File: config.mk
export PLATFORM = sky130hd
export DESIGN_NAME = multicycle_ctrl
export DESIGN_NICKNAME = d
export VERILOG_FILES = /design/src/rtl/multicycle_ctrl.sv
export SDC_FILE = /design/constraint.sdc
export NUM_CORES = 1
export LEC_CHECK = 0
export BUFFER_PORTS_ARGS = -buffer_cell sky130_fd_sc_hd__clkbuf_2
export CAP_MARGIN = 30
export CELL_PAD_IN_SITES_DETAIL_PLACEMENT = 1
export CELL_PAD_IN_SITES_GLOBAL_PLACEMENT = 2
export CORE_MARGIN = 2
export CORE_UTILIZATION = 29
export CTS_BUF_LIST = sky130_fd_sc_hd__clkbuf_8
export CTS_CLUSTER_DIAMETER = 100
export CTS_CLUSTER_SIZE = 24
export DETAILED_ROUTE_END_ITERATION = 7
export PLACE_DENSITY = 0.89
export SLEW_MARGIN = 5
export SYNTH_ARGS = -nofsm -noshare
export SYNTH_HDL_FRONTEND = slang
export SYNTH_SLANG_ARGS = --single-unit
File: constraint.sdc
create_clock -name clk -period 2.1 [get_ports clk]
set_input_delay 0 -clock clk [delete_from_list [all_inputs] [get_ports clk]]
set_output_delay 0 -clock clk [all_outputs]
set_load 0.02 [all_outputs]
File: src/rtl/multicycle_ctrl.sv
// Multicycle RISC-V control FSM: fetch/decode/exec/mem/writeback sequencing.
// Strobes are decoded from the current state so handshakes act in-cycle.
module multicycle_ctrl (
    input  logic        clk,
    input  logic        rst,
    input  logic [6:0]  opcode,
    input  logic        branch_taken,
    input  logic        imem_ready,
    input  logic        dmem_ready,
    output logic        imem_req,
    output logic        ir_we,
    output logic        dmem_req,
    output logic        dmem_we,
    output logic        rf_we,
    output logic [1:0]  wb_sel,
    output logic        pc_we,
    output logic [1:0]  pc_sel,
    output logic        illegal,
    output logic        halted,
    output logic [2:0]  state,
    output logic [31:0] instr_count
);

    typedef enum logic [2:0] {
        S_FETCH  = 3'd0,
        S_DECODE = 3'd1,
        S_EXEC   = 3'd2,
        S_MEM    = 3'd3,
        S_WB     = 3'd4,
        S_HALT   = 3'd5
    } state_t;

    typedef enum logic [3:0] {
        C_ALU, C_LUI, C_AUIPC, C_LOAD, C_STORE, C_BRANCH,
        C_JAL, C_JALR, C_FENCE, C_SYSTEM, C_ILLEGAL
    } cls_t;

    state_t      r_state;
    cls_t        r_cls;
    logic        r_illegal;
    logic [31:0] r_count;

    cls_t        w_dec;
    logic        w_imem_req;
    logic        w_ir_we;
    logic        w_dmem_req;
    logic        w_dmem_we;
    logic        w_rf_we;
    logic        w_pc_we;
    logic [1:0]  w_wb_sel;
    logic [1:0]  w_pc_sel;
    logic        w_retire;

    always_comb begin
        w_dec = C_ILLEGAL;
        case (opcode)
            7'b0110011, 7'b0010011: w_dec = C_ALU;
            7'b0110111: w_dec = C_LUI;
            7'b0010111: w_dec = C_AUIPC;
            7'b0000011: w_dec = C_LOAD;
            7'b0100011: w_dec = C_STORE;
            7'b1100011: w_dec = C_BRANCH;
            7'b1101111: w_dec = C_JAL;
            7'b1100111: w_dec = C_JALR;
            7'b0001111: w_dec = C_FENCE;
            7'b1110011: w_dec = C_SYSTEM;
            default:    w_dec = C_ILLEGAL;
        endcase
    end

    always_comb begin
        w_imem_req = 1'b0;
        w_ir_we    = 1'b0;
        w_dmem_req = 1'b0;
        w_dmem_we  = 1'b0;
        w_rf_we    = 1'b0;
        w_pc_we    = 1'b0;
        w_wb_sel   = 2'b00;
        w_pc_sel   = 2'b00;
        w_retire   = 1'b0;
        case (r_state)
            S_FETCH: begin
                w_imem_req = 1'b1;
                w_ir_we    = imem_ready;
            end
            S_EXEC: begin
                if (r_cls == C_BRANCH) begin
                    w_pc_we  = 1'b1;
                    w_pc_sel = branch_taken ? 2'b01 : 2'b00;
                    w_retire = 1'b1;
                end else if (r_cls == C_FENCE) begin
                    w_pc_we  = 1'b1;
                    w_retire = 1'b1;
                end
            end
            S_MEM: begin
                w_dmem_req = 1'b1;
                w_dmem_we  = (r_cls == C_STORE);
                if (dmem_ready && r_cls == C_STORE) begin
                    w_pc_we  = 1'b1;
                    w_retire = 1'b1;
                end
            end
            S_WB: begin
                w_rf_we  = 1'b1;
                w_pc_we  = 1'b1;
                w_retire = 1'b1;
                case (r_cls)
                    C_LOAD:         w_wb_sel = 2'b01;
                    C_JAL, C_JALR:  w_wb_sel = 2'b10;
                    C_LUI:          w_wb_sel = 2'b11;
                    default:        w_wb_sel = 2'b00;
                endcase
                case (r_cls)
                    C_JAL:   w_pc_sel = 2'b01;
                    C_JALR:  w_pc_sel = 2'b10;
                    default: w_pc_sel = 2'b00;
                endcase
            end
            default: ;
        endcase
    end

    always_ff @(posedge clk) begin
        if (rst) begin
            r_state   <= S_FETCH;
            r_cls     <= C_ALU;
            r_illegal <= 1'b0;
            r_count   <= 32'd0;
        end else begin
            if (w_retire)
                r_count <= r_count + 32'd1;
            case (r_state)
                S_FETCH:
                    if (imem_ready)
                        r_state <= S_DECODE;
                S_DECODE: begin
                    r_cls <= w_dec;
                    if (w_dec == C_ILLEGAL) begin
                        r_state   <= S_HALT;
                        r_illegal <= 1'b1;
                    end else if (w_dec == C_SYSTEM) begin
                        r_state <= S_HALT;
                    end else begin
                        r_state <= S_EXEC;
                    end
                end
                S_EXEC:
                    case (r_cls)
                        C_ALU, C_LUI, C_AUIPC, C_JAL, C_JALR:
                            r_state <= S_WB;
                        C_LOAD, C_STORE:
                            r_state <= S_MEM;
                        C_BRANCH, C_FENCE:
                            r_state <= S_FETCH;
                        default:
                            r_state <= S_HALT;
                    endcase
                S_MEM:
                    if (dmem_ready)
                        r_state <= (r_cls == C_STORE) ? S_FETCH : S_WB;
                S_WB:
                    r_state <= S_FETCH;
                default:
                    r_state <= S_HALT;
            endcase
        end
    end

    // Reset gates every strobe and mux select in the same cycle.
    assign imem_req    = w_imem_req & ~rst;
    assign ir_we       = w_ir_we & ~rst;
    assign dmem_req    = w_dmem_req & ~rst;
    assign dmem_we     = w_dmem_we & ~rst;
    assign rf_we       = w_rf_we & ~rst;
    assign pc_we       = w_pc_we & ~rst;
    assign wb_sel      = rst ? 2'b00 : w_wb_sel;
    assign pc_sel      = rst ? 2'b00 : w_pc_sel;
    assign illegal     = r_illegal;
    assign halted      = (r_state == S_HALT);
    assign state       = r_state;
    assign instr_count = r_count;

endmodule

# == Word level (Yosys, flattened, before mapping) ==
# Memory sizes are Yosys's and may differ from the RTL's. A register that Yosys moved wholly into a read port is not among the register bits.
# Index checks and enable logic that the tools add are counted.
# totals
register_bits,40
rom_bits,48
inputBits,12
out_inout_bits,47
mem_count,1
# memory_table
name,depth,word_bits,read_ports,rd_ports_with_merged_regs,write_ports,line_no,source
(name not given),16,3,1,1,0,149,case (r_cls)
# op_classes
n_addsub,1
n_eq_ne,27
muxes,26
bitwise,7
reduce_logical,6
# op_table
operator,count
one-hot mux 4 bit (10 select lines),1
adder 32 x 1 -> 32 bit (second input constant),1
equality test 7 bit (second input constant),4
equality test 7 x 6 -> 1 bit (second input constant),3
equality test 4 x 3 -> 1 bit (second input constant),4
two-way mux 3 bit,5
one-hot mux 3 bit (5 select lines),1
equality test 7 x 5 -> 1 bit (second input constant),2
equality test 4 bit (second input constant),3
two-way mux 1 bit,10
two-way mux 4 bit,2
one-hot mux 2 bit (2 select lines),2
equality test 7 x 2 -> 1 bit (second input constant),1
equality test 7 x 4 -> 1 bit (second input constant),1
AND 1 bit,6
equality test 3 x 2 -> 1 bit (second input constant),2
equality test 3 bit (second input constant),2
two-way mux 2 bit,3
one-hot mux 2 bit (3 select lines),1
equality test 4 x 1 -> 1 bit (second input constant),1
equality test 4 x 2 -> 1 bit (second input constant),1
inequality test 2 bit (second input constant),2
AND reduction 2 bit,2
OR reduction 2 bit,2
5 further kinds,5

# == Logic depth before layout (Yosys ltp) ==
# logic_depth
depth_word,7
depth_mapped,8
depth_no_buf,7

# == Worst setup path after synthesis ==
# Ideal clock, no wire load.
# synth_timing
path_type,register to output
startpoint,reg r_state[2] (netlist: state[2])
endpoint,out wb_sel[0]
t_arrival_ps,2438
required_ps,2100
setup_slack_ps,-338
path_stages_with_launch,5
cell_sequence,dfxtp_1 > clkbuf_1 > nor4b_1 > nand2b_1 > nor3b_1
# synth_via
elab_chain_cells,3
# synth_lines
element,line_no,source
start: declaration,38,state_t r_state;
start signal: assignment,161,r_state <= (r_cls == C_STORE) ? S_FETCH : S_WB;
equality test 3 bit,81,case (r_state)
two-way mux 2 bit,81,
two-way mux 2 bit,177,assign wb_sel = rst ? 2'b00 : w_wb_sel;
end: declaration,15,"output logic [1:0] wb_sel,"
# Every way passes these cells.

# == Final worst setup path ==
# layout_timing
startpoint,reg r_count[4] (netlist: instr_count[4])
endpoint,reg r_count[19] (netlist: instr_count[19])
# layout_via
elab_chain_cells,1
# layout_lines
element,line_no,source
start: declaration,41,logic [31:0] r_count;
start signal: assignment,132,r_count <= r_count + 32'd1;
adder 32 x 1 -> 32 bit,132,
# Every way passes these cells.
# A chain may end at the register's enable or synchronous reset.

==> impl_summary.txt <==
----------------------------------------------------
[Run status]
  Status ... completed

[Critical path]
  Setup CP Type ... reg2reg
  CP max FO ... 14
  Worst r2r dst ... instr_count[19]
  Origin of the worst setup path ... instr_count[4]
  Arrival time reported for the critical path endpoint ... ~2.3 ns
  Register-to-register setup slack ... 0.04 ns
  CP Capture Type ... register
  Worst reg2reg path startpoint ... instr_count[4]
  Worst setup SP type ... register
  Worst Path Required ... between 2 and 2.5 ns
  Cell count of the worst reg-to-reg path ... 6

[Synth]
  Cells after Synth ... ~290
  Leading post-synthesis cells by instance count ... sky130_fd_sc_hd__dfxtp_1, sky130_fd_sc_hd__nor2_1, sky130_fd_sc_hd__nand2_1, sky130_fd_sc_hd__a21oi_1, sky130_fd_sc_hd__o21ai_0
  Syn_area_per_cell ... between 8 and 9 um2
  Post-synthesis sequential area ratio ... a little over a third
  Portion of synthesized cell area occupied by the leading cell type ... a little over a third
  Post-Synthesis Net Count ... about 300
  Cell area after synthesis ... 0.00237 mm2
  Most used DFF post-synth ... sky130_fd_sc_hd__dfxtp_1
  Cell accounting for the most synthesized area ... sky130_fd_sc_hd__dfxtp_1
  Synth area leaders ... sky130_fd_sc_hd__dfxtp_1, sky130_fd_sc_hd__nor2_1, sky130_fd_sc_hd__a21oi_1
  Ys async rst share ... 0%
  Number of synthesized register bits ... 43
  Synth unique cells ... between 50 and 60
  Number of enable flip-flop cells after synthesis ... 0
  Cell with the most instances after synthesis ... sky130_fd_sc_hd__dfxtp_1
  Yosys warns ... 0

[Cells and area]
  Area of all placed cells without fillers ... roughly 0.0032 mm2
  Fraction of final layout cells with drive strength greater than 1 ... 34.5%
  Layout Area Growth over Synthesis ... 33.4%
  Cell Count, Final, Fillers Out ... between 400 and 500
  Layout filler cell count ... approximately 960
  Number of antenna cells inserted ... 0
  Final #Nets ... roughly 380

[Placed design]
  HPWL after detailed placement ... about 5.2 mm
  Placed Area ... just under 0.003 mm2
  Routability-driven placement congestion ratio ... about 0.80
  Pre-CTS WS ... -0.0279 ns
  Number of buffers inserted by port buffering ... 58
  Instance count after placement with tap cells included ... ~460

[STA]
  Finish-stage setup viols ... 0
  Hold violation total from the final report ... 0
  Upper clock frequency limit ... ~0.48 GHz
  Final count of pins violating max slew ... 0
  Final setup margin ... approximately 0.036 ns
  Final critical delay including setup and external delays ... roughly 2.1 ns
  Clk_skew ... roughly 0.012 ns
  Worst slew pin tran ... around 0.44 ns
  Final worst path period share ... between 90% and 100%
  Normalized max-slew margin ... 70.4%
  Worst Hold Slack ... approximately 0.029 ns
  Unrepaired setup endpoints after global routing ... true

[Clocking]
  Number of buffers inserted during clock tree synthesis ... 5
  Sinks on Clock Net ... 43
  Clock tree from TritonCTS ... done
  Total of hold buffers inserted after clock tree synthesis ... 0
  CTS H-tree depth ... 2
  CTS root buf ... sky130_fd_sc_hd__clkbuf_8
  Clk pin slew, worst setup/hold paths ... ~0.09 ns
  Maximum clock insertion buffer count ... 2
  Clock latency of the later-clocked register in the worst-skew pair ... 0.31 ns

[Power]
  Power per Cell Area ... roughly 560 mW/mm2
  Worst-case vdd ir drop ... 0.232 mV
  Overall power ... between 1.5 and 2 mW
  Leakage power of the design ... around 1.3 nW

[Hold path]
  Launch instance of the worst min-delay path ... rst
  Path type of the worst min-delay path ... in2reg
  Min-Delay Path Depth ... 2
  Worst-case hold path end point ... illegal

[Die]
  Core area ... 0.00781 mm2
  Cell row count ... 32
  Number of ports placed on the die boundary ... a little under 60
  Vert. Die Dim ... between 90 and 100 um
  Die span in x ... 94.4 um
  Floorplan die area ... 0.00892 mm2
  Effective utilization at floorplan ... between 30% and 40%

[Routing]
  TritonRoute pass-1 iters ... 4
  Violation count after the first detailed-route iteration ... 96
  DR vias/cell ... ~5
  Vias ... 2,419
  DRC viols ... 0
  Wirelength per Cell ... 14.8 um
  Wire length reported by the detailed router ... approximately 7 mm
  Final antenna-violating net count ... 0

[Run]
  Count of max-cap constraint violations ... 0

[GRT]
  Remaining global-route overflow ... 0
  Initial antenna violation count ... 0
  Vias in the first global route ... around 2,400
  Pin count of the biggest net entering global routing ... 40
  Global-route wire length before repair ... 11.3 mm
  GRT Overall Usage ... around 16%

----------------------------------------------------
-- routing by layer --
metal / GRT usage (%) / vias up / share of wire, %
met5: 0 / - / 0
li1: - / 1186 / -
met1: 19.0 / 1184 / 44
met2: 28.2 / 43 / 51
met3: 2.55 / 6 / 3.3
met4: 4.59 / 0 / 1.0
-- power breakdown --
part	switching, mW	internal, mW	total [mW]
Combinational	0.182	0.119	0.300
Clock	0.296	0.299	0.595
Sequential	0.0236	0.838	0.861
-- flip-flops by register name (all words and copies together), names as in the netlist, named ones only --
| name | count |
|---|---|
| state | 3 |
| instr_count | 32 |
| illegal | 1 |
| r_cls | 4 |
-- worst max-delay path, cell delays in order (launching register included) --
cell and delay, ns:
sky130_fd_sc_hd__dfxtp_2 0.38, sky130_fd_sc_hd__nand4_2 0.13, sky130_fd_sc_hd__or3_4 0.42, sky130_fd_sc_hd__a2111o_1 0.43, sky130_fd_sc_hd__buf_8 0.17, sky130_fd_sc_hd__or3_4 0.33, sky130_fd_sc_hd__a21oi_2 0.13
-- worst max-delay path by stage --
stage / slack (ns) / endpoint
detailed placement: -0.03 / instr_count[22]
CTS: 0.01 / instr_count[28]
global placement: 0.04 / instr_count[22]
floorplan: 0.01 / instr_count[27]
global route: -0.06 / instr_count[31]
finish: 0.04 / instr_count[19]
-- repair_timing --
action / CTS / global route
gates resized for setup: 5 / 12
endpoints found under the setup margin: 4 / 20
hold endpoints to repair: 0 / 0
buffers inserted: 2 / 0
pin swaps: 4 / 5
-- per-stage QoR --
| step | utilization (%) | setup TNS [ns] |
|---|---|---|
| finish | 40.5 | 0 |
| global route | 40.5 | -0.303 |
| CTS | 39.8 | 0 |
| detailed placement | 38.2 | -0.0279 |
| global placement | 38.2 | 0 |
| floorplan | - | 0 |
-- logic make-up after synthesis --
logic type                 synth area share (%)
AOI/OAI and AO/OA                          15.3
xor gates and xnor gates                   8.13
adders and majority gates                 0.950
buffers and inverters                      3.85
DFF                                        36.3
muxes                                     0.422
and+or+nand+nor                            35.0
-- area by class of cell --
class | instances | area, um2 | share of cell area [%]
clock buffers | 7 | 96.3 | 3.05
clock inverters | 1 | 7.51 | 0.237
well taps | 102 | 128 | 4.03
inverters | 9 | 33.8 | 1.07
repair buffers | 90 | 546 | 17.2
flip-flops and latches | 43 | 871 | 27.5
multi-input cells | 221 | 1480 | 46.8
-- layout by cell type (no fill, tap or decap), types with 4 or more instances in the layout --
cell	count
sky130_fd_sc_hd__clkbuf_2	58
sky130_fd_sc_hd__nor2_1	37
sky130_fd_sc_hd__dfxtp_1	37
sky130_fd_sc_hd__buf_4	29
sky130_fd_sc_hd__nand2_1	26
sky130_fd_sc_hd__a21oi_1	18
sky130_fd_sc_hd__o21ai_0	14
sky130_fd_sc_hd__xnor2_1	11
sky130_fd_sc_hd__xor2_1	11
sky130_fd_sc_hd__nor3_1	10
sky130_fd_sc_hd__nand3_1	10
sky130_fd_sc_hd__inv_1	9
sky130_fd_sc_hd__or3_1	8
sky130_fd_sc_hd__clkbuf_8	7
sky130_fd_sc_hd__nor3b_1	6
sky130_fd_sc_hd__nand4_1	5
sky130_fd_sc_hd__dfxtp_2	5
sky130_fd_sc_hd__and2_1	4
(Power assumes the default switching activity.)
